==> src/rtl/pc_stack_if.sv <==
// Request/load bus between the control decoder, the return-address stack and the PC.
// The decoder side drives requests (master); pc_stack answers with the PC load strobe and status (slave).
interface pc_stack_if;
  logic [7:0] pc;
  logic       call;
  logic       ret;
  logic       jump;
  logic [7:0] target;
  logic       PCincr;
  logic [7:0] data;
  logic       empty;
  logic       full;
  logic [4:0] depth;
  logic       err;

  modport master (
    output pc, call, ret, jump, target,
    input  PCincr, data, empty, full, depth, err
  );

  modport slave (
    input  pc, call, ret, jump, target,
    output PCincr, data, empty, full, depth, err
  );
endinterface

==> src/rtl/pc_stack.sv <==
// Return-address stack and PC-load controller: decodes call/ret/jump into the PC load strobe and value.
// Optional feature: define PC_STACK_ERR_EN to build the sticky overflow/underflow error register.
module pc_stack #(
  parameter int DEPTH = 8
) (
  input logic        clk,
  input logic        reset_n,
  pc_stack_if.slave  bus
);
  localparam int AW = $clog2(DEPTH);
  localparam int CW = AW + 1;

  logic [7:0]    mem_r [DEPTH];
  logic [CW-1:0] cnt_r;

  logic          empty_s;
  logic          full_s;
  logic [AW-1:0] top_s;
  logic [AW-1:0] wr_s;
  logic          ret_ok_s;
  logic          call_ok_s;
  logic          jump_ok_s;
  logic          pcincr_s;
  logic [7:0]    data_s;

  // Occupancy flags and the read/write slot indices derived from the entry count.
  always_comb begin
    empty_s = (cnt_r == {CW{1'b0}});
    full_s  = (cnt_r == CW'(DEPTH));
    top_s   = AW'(cnt_r - CW'(1'b1));
    wr_s    = AW'(cnt_r);
  end

  // Request decode with ret > call > jump priority; over/underflow and held reset fall back to increment.
  always_comb begin
    ret_ok_s  = reset_n & bus.ret & ~empty_s;
    call_ok_s = reset_n & ~bus.ret & bus.call & ~full_s;
    jump_ok_s = reset_n & ~bus.ret & ~bus.call & bus.jump;
    pcincr_s  = ~(ret_ok_s | call_ok_s | jump_ok_s);
    if (ret_ok_s) begin
      data_s = mem_r[top_s];
    end else begin
      data_s = bus.target;
    end
  end

  // Entry count: grows on an accepted call, shrinks on an accepted return.
  always_ff @(posedge clk or negedge reset_n) begin
    if (!reset_n) begin
      cnt_r <= {CW{1'b0}};
    end else if (call_ok_s) begin
      cnt_r <= cnt_r + CW'(1'b1);
    end else if (ret_ok_s) begin
      cnt_r <= cnt_r - CW'(1'b1);
    end else begin
      cnt_r <= cnt_r;
    end
  end

  // Stack storage is deliberately not cleared by reset; only the count defines valid entries.
  always_ff @(posedge clk) begin
    if (call_ok_s) begin
      mem_r[wr_s] <= bus.pc + 8'd1;
    end
  end

`ifdef PC_STACK_ERR_EN
  logic err_r;
  logic fault_s;

  // A suppressed request is either a return on an empty stack or a call on a full one.
  always_comb begin
    fault_s = reset_n & ((bus.ret & empty_s) | (~bus.ret & bus.call & full_s));
  end

  // Sticky error flag, cleared only by reset.
  always_ff @(posedge clk or negedge reset_n) begin
    if (!reset_n) begin
      err_r <= 1'b0;
    end else if (fault_s) begin
      err_r <= 1'b1;
    end else begin
      err_r <= err_r;
    end
  end

  assign bus.err = err_r;
`else
  assign bus.err = 1'b0;
`endif

  assign bus.PCincr = pcincr_s;
  assign bus.data   = data_s;
  assign bus.empty  = empty_s;
  assign bus.full   = full_s;
  assign bus.depth  = 5'(cnt_r);
endmodule

==> src/flat_wrapper.sv <==
// flat-port wrapper written by rule: the top's interface ports become plain ports
module pc_stack_flat 
#(
  parameter int DEPTH = 8
)
  (clk, reset_n, bus_pc, bus_call, bus_ret, bus_jump, bus_target, bus_PCincr, bus_data, bus_empty, bus_full, bus_depth, bus_err);
  pc_stack_if bus_i ();
  input logic clk;
  input logic reset_n;
  input wire logic [$bits(bus_i.pc)-1:0] bus_pc;
  input wire logic [$bits(bus_i.call)-1:0] bus_call;
  input wire logic [$bits(bus_i.ret)-1:0] bus_ret;
  input wire logic [$bits(bus_i.jump)-1:0] bus_jump;
  input wire logic [$bits(bus_i.target)-1:0] bus_target;
  output wire logic [$bits(bus_i.PCincr)-1:0] bus_PCincr;
  output wire logic [$bits(bus_i.data)-1:0] bus_data;
  output wire logic [$bits(bus_i.empty)-1:0] bus_empty;
  output wire logic [$bits(bus_i.full)-1:0] bus_full;
  output wire logic [$bits(bus_i.depth)-1:0] bus_depth;
  output wire logic [$bits(bus_i.err)-1:0] bus_err;
  assign bus_i.pc = bus_pc;
  assign bus_i.call = bus_call;
  assign bus_i.ret = bus_ret;
  assign bus_i.jump = bus_jump;
  assign bus_i.target = bus_target;
  assign bus_PCincr = bus_i.PCincr;
  assign bus_data = bus_i.data;
  assign bus_empty = bus_i.empty;
  assign bus_full = bus_i.full;
  assign bus_depth = bus_i.depth;
  assign bus_err = bus_i.err;
  pc_stack #(.DEPTH(DEPTH)) u_core (.clk(clk), .reset_n(reset_n), .bus(bus_i));
endmodule
==> config.mk <==
export PLATFORM = sky130hd
export DESIGN_NAME = pc_stack_flat
export DESIGN_NICKNAME = d
export VERILOG_FILES = /design/src/rtl/pc_stack_if.sv /design/src/rtl/pc_stack.sv /design/src/flat_wrapper.sv
export SDC_FILE = /design/constraint.sdc
export NUM_CORES = 1
export LEC_CHECK = 0
export CAP_MARGIN = 10
export CORE_MARGIN = 10
export CORE_UTILIZATION = 45
export CTS_BUF_LIST = sky130_fd_sc_hd__clkbuf_8
export DETAILED_ROUTE_END_ITERATION = 10
export PLACE_DENSITY = 0.69
export REMOVE_ABC_BUFFERS = 1
export SYNTH_ARGS = -nofsm -noshare
export SYNTH_HDL_FRONTEND = slang
export SYNTH_SLANG_ARGS = --single-unit
==> constraint.sdc <==
create_clock -name clk -period 2.25 [get_ports clk]
set_clock_uncertainty 0.1 [all_clocks]
set_input_delay 0.45 -clock clk [delete_from_list [all_inputs] [get_ports clk]]
set_output_delay 0.45 -clock clk [all_outputs]
set_load 0.01 [all_outputs]
### Word-level counts from Yosys, hierarchy flattened

Memory sizes are Yosys's and may differ from the RTL's.
Index checks and enable logic that the tools add are counted.

| word-level totals | value |
|---|---|
| register bits after elaboration | 4 |
| bits of input ports | 21 |
| memory bits (writable) | 64 |
| output and inout bits | 17 |
| memories | 1 |

| cells by class | value |
|---|---|
| bitwise logic cells | 14 |
| reductions and logical operators | 2 |
| equal/unequal tests | 1 |
| add/sub/neg operators | 3 |
| multiplexer cells | 5 |

Memory list:

| name | depth | bits a word | read ports | clocked after Yosys merged registers in | wr ports | RTL line | RTL |
|---|---|---|---|---|---|---|---|
| u_core.mem_r | 8 | 8 | 1 | 0 | 1 | pc_stack.sv:13 | `logic [7:0] mem_r [DEPTH];` |

Operator list:

| kind | count |
|---|---|
| $add 8x1->8 const B | 1 |
| $mux 4 | 2 |
| $mux 8 | 1 |
| $and 1x1->1 | 7 |
| $not 1->1 | 5 |
| $add 4x1->4 const B | 1 |
| $eq 4x4->1 const B | 1 |
| $logic_not 4->1 | 1 |
| $sub 4x1->4 const B | 1 |
| $mux 1 | 2 |
| $or 1x1->1 | 2 |
| $reduce_bool 2->1 | 1 |

### Longest topological paths before layout

| depth | value |
|---|---|
| depth in word-level cells | 7 |
| gate-level depth with buffers | 8 |

### Worst setup path before layout

OpenSTA, ideal clock, no wires.

| timing | value |
|---|---|
| path type | register to register |
| from | reg u_core.cnt_r[0] |
| to | mem u_core.mem_r[0][0], enable pin |
| path buffers | 1 |
| setup time | 0.395 ns |
| path slack | -0.295 ns |
| stages on the path, launching flop included | 7 |
| arrival time | 2.050 ns |
| period minus slack after synthesis | 2.545 ns |
| cells stage by stage | dfrtp_1 clkbuf_2 inv_1 ha_1 nand3b_1 nand2_1 nor4_1 |

| between the ends | value |
|---|---|
| longest elaborated chain between the ends | 5 |

Ends and longest elaborated chain:

| element | RTL line | RTL |
|---|---|---|
| start, declared | pc_stack.sv:14 | `logic [CW-1:0] cnt_r;` |
| start signal, assigned | pc_stack.sv:50 | `cnt_r <= {CW{1'b0}};` |
| start signal, assigned | pc_stack.sv:52 | `cnt_r <= cnt_r + CW'(1'b1);` |
| start signal, assigned | pc_stack.sv:54 | `cnt_r <= cnt_r - CW'(1'b1);` |
| $eq 4x4->1 | pc_stack.sv:29 | `full_s = (cnt_r == CW'(DEPTH));` |
| $not 1->1 | pc_stack.sv:37 | `call_ok_s = reset_n & ~bus.ret & bus.call & ~full_s;` |
| $and 1x1->1 | pc_stack.sv:37 |  |
| $mux 1 | pc_stack.sv:62 | `if (call_ok_s) begin` |
| $mux 1 (implied by the code) | pc_stack.sv:63 | `mem_r[wr_s] <= bus.pc + 8'd1;` |
| end, declared | pc_stack.sv:13 |  |

Parallel ways exist; a longest one is shown, timed or not.

### Worst setup path after layout

| timing | value |
|---|---|
| from | reg u_core.cnt_r[1] |
| to | out bus_data[5] |

| between the ends | value |
|---|---|
| longest elaborated chain between the ends | 4 |

Ends and longest elaborated chain:

| element | RTL line | RTL |
|---|---|---|
| parallel branches: the longest is 3 deep, another holds $mem_v2 8x8 | - |  |
| $mux 8 * | pc_stack.sv:40 | `if (ret_ok_s) begin` |
| end, declared | flat_wrapper.sv:16 | `output wire logic [$bits(bus_i.data)-1:0] bus_data;` |

Every way passes the cells marked *.

==> key figures <==
Outcome
  • Status: finished, violations left
  • Failing checks: setup timing

Place
  • DP Worst Slack: -0.5331 ns
  • Inst Count DP: 352
  • DP Area: 0.003796 mm²
  • Routability Congestion: 0.8147
  • HPWL after DPL: around 4800 µm
  • PortBufs: 35

Cells and area
  • Nets: 330
  • Final core occ: 70.29%
  • Footprint of the multi-input gates: 0.001209 mm²
  • Non-Filler Instances: 388
  • ANT cells: 0
  • Layout fillers: 415
  • Sequential cell area: 0.002023 mm²
  • Share of layout cells above drive strength 1: between 40% and 50%
  • Area grow syn2layout: 49.28%
  • Design Area, Final: ~0.0045 mm²

Power and ir drop
  • Comb power frac: roughly 62%
  • Clock group share of total power: 14.5%
  • Leakage Power: between 1.5 and 2 nW
  • Final Power: 0.006400 W
  • Flop pwr share: 24.0%
  • PwrDens: roughly 1400 mW/mm²
  • VDD IR max: 0.0007026 V
  • Pint: around 0.0043 W
  • Psw: 0.002144 W
  • Switching share of power: 33.49%

CTS
  • TritonCTS Buffers: 9
  • Worst-skew pair later-pin latency: 0.33 ns
  • Maximum root-to-sink buffer count: 2
  • Clock-pin slew on the worst setup and hold paths: 0.07 ns
  • Root Buffer: clkbuf_8
  • CTS tree: done
  • Clock sink count: 68
  • Hold buffer count at CTS: 0
  • H-tree levels: 3

Global routing
  • Largest net degree at the start of global routing: 17
  • Total global-route track usage: about 15%
  • Initial antenna violation count: 0
  • Vias in the first global route: just over 2000
  • GRT overflow: 0
  • Global-route wire length before repair: 11790 µm

Timing
  • Relative max-transition margin: 51.74%
  • Final setup margin: -0.3742 ns
  • Fin crit share: 116.6%
  • Final setup viols: 9
  • FMAX: ~380 MHz
  • Slew Limit Fails: 0
  • RSZ-0062 raised after global routing: yes
  • Fin. Hold Viols: 0
  • Worst-margin pin slew: 0.7187 ns
  • Fin crit period: 2.624 ns

Route
  • Vias per cell: roughly 5.5
  • Via Count: 2120
  • DR iter-0 viols: around 180
  • Pre-antenna DRT Iters: 5
  • Drt drc: 0
  • DR WL/cell: just over 20 µm
  • Final wirelength: 7816 µm
  • Post-route ant nets: 0

Synth
  • Warnings from Yosys: 0
  • Xor-xnor portion of the synthesized cell area: 3.186%
  • Synthesized area per cell: about 15 µm²
  • Combinational family with the most area after synthesis: multiplexers
  • Mapped Cells: 203
  • Synth Flop Type: edfxtp_1
  • Sequential area share after synthesis: 66.86%
  • Cell variety after synth: 33
  • Number of enable flip-flop cells after synthesis: 64
  • Area fraction in compound gates after synthesis: 6.537%
  • Synth Area in Adders: 1.241%
  • Synth Cell Area: slightly above 0.003 mm²
  • Simple-gate share of the synthesized area: under 10%
  • Asr flop ratio synth: 5.882%
  • Synth Register Bits: 68
  • Mux contribution to synthesized area: 11.92%

Worst setup path
  • Critical path data arrival time: 2.07 ns
  • CP max stage cell: dfrtp_1
  • WP data required: 1.70 ns
  • Slowest stage delay, CP: approximately 0.36 ns
  • Crit. End Element: primary output
  • CP Max Fanout: 6
  • Critical path launch point type: flop
  • Worst-path cell chain: inv_2 -> ha_4 -> buf_12 -> buf_16 -> mux2_4 -> o22ai_2 -> o31ai_1 -> buf_2
  • Reg2Reg Launch Point: u_core.cnt_r[0]
  • Setup CP Type: flop to primary output
  • Critical Path Source: u_core.cnt_r[1]

Run
  • Max-cap violations: 0

Floorplanning
  • Die Wd: between 100 and 150 µm
  • Initial Util: 47.09%
  • Area of the core: ~0.0064 mm²
  • I/O pin cnt: 38
  • Vert. Die Dim: 102.0 µm
  • Row count: 29
  • Die ar.: approximately 0.010 mm²

Hold path
  • Hold Crit Class: primary input to asynchronous set/reset pin
routing by layer:
layer / track usage (%) / part of all wire (%) / vias to the layer above
li1: - / - / 986
met1: 19.18 / 42 / 1055
met2: 25.19 / 51 / 73
met3: 2.699 / 5.4 / 6
met4: 6.074 / 1.3 / 0
met5: 0 / 0 / -
sequential cells by signal, summed over array words and instances (netlist names):
register and count:
u_core.cnt_r 4, u_core.mem_r 64
final timing paths:
path,end,slack [ns],cells after the start
max,bus_data[5],-0.37,8
min,u_core.cnt_r[3],0.38,2
max reg2reg,u_core.mem_r[5][0],0.28,8
min reg2reg,u_core.cnt_r[3],0.47,2
max in group asynchronous,u_core.cnt_r[2],1.54,2
min in group clk,u_core.cnt_r[3],0.47,2
final cells by class:
class,instances,area share (%)
clock buffer,9,2.744
clock inverter,7,1.303
inverter,6,0.4989
multi-input combinational,119,26.77
sequential,68,44.82
tap,77,2.134
timing repair buffer,102,21.73
synth_stat cells (4+ instances only):
master,n,area share (%)
buf_2,5,0.83
dfrtp_1,4,3.3
nand3_1,5,0.83
xor2_1,5,1.4
nand2_1,17,2.1
o22ai_1,17,3.5
inv_1,6,0.74
edfxtp_1,64,64
o31ai_1,8,2.0
mux2_2,32,12
xnor2_1,6,1.7
placed cells by master, fill, tap and decap left out, types with 5 or more instances in the layout:
master and count:
buf_4 49, buf_12 6, edfxtp_1 64, clkbuf_8 9, nand2_1 17, mux2_4 22
o31ai_1 7, nand3_1 5, o22ai_4 7, buf_6 9, mux2_2 10, clkdlybuf4s50_1 24
o22ai_2 9, xnor2_1 5, buf_2 9
power by group through the flow:
stage	sequential, W	clock, W	combinational, W
4_1_cts	0.00152	0.000929	0.00367
3_5_place_dp	0.00155	0	0.00225
3_3_place_gp	0.00154	0	0.00224
2_1_floorplan	0.00160	0	0.00115
5_1_grt	0.00154	0.00100	0.00411
6_report	0.00153	0.000931	0.00393
critical path: cells and delay by family, from the launching register on:
family                     cells  cell delay [ns]
DFF                            1             0.36
muxes                          1             0.30
AOI/OAI and AO/OA              2             0.27
adders and majority gates      1             0.35
buffers and inverters          4             0.46
kinds of logic after synthesis:
logic type               Yosys count
XOR/XNOR                          11
adder cells (fa/ha/maj)            3
flip-flops                        68
buffers and inverters             17
AO/OA/AOI/OAI                     30
multiplexers                      32
other                              1
AND/OR/NAND/NOR                   41
repair_timing:
| item | 4_1_cts | 5_1_grt |
|---|---|---|
| setup endpoints to repair | 11 | 11 |
| gates cloned | 4 | 0 |
| gates resized for setup | 98 | 21 |
| pin swaps | 23 | 16 |
| buffers inserted | 8 | 9 |
per-stage QoR:
stage	TNS [ns]	hold slack, ns
final	-2.830	0.3837
after global routing	-3.392	0.3839
after CTS	-2.940	0.3805
after detailed placement	-9.379	0.4597
after global placement	-8.750	0.4488
after floorplan	-12.36	0.05441
(Power assumes the default switching activity.)
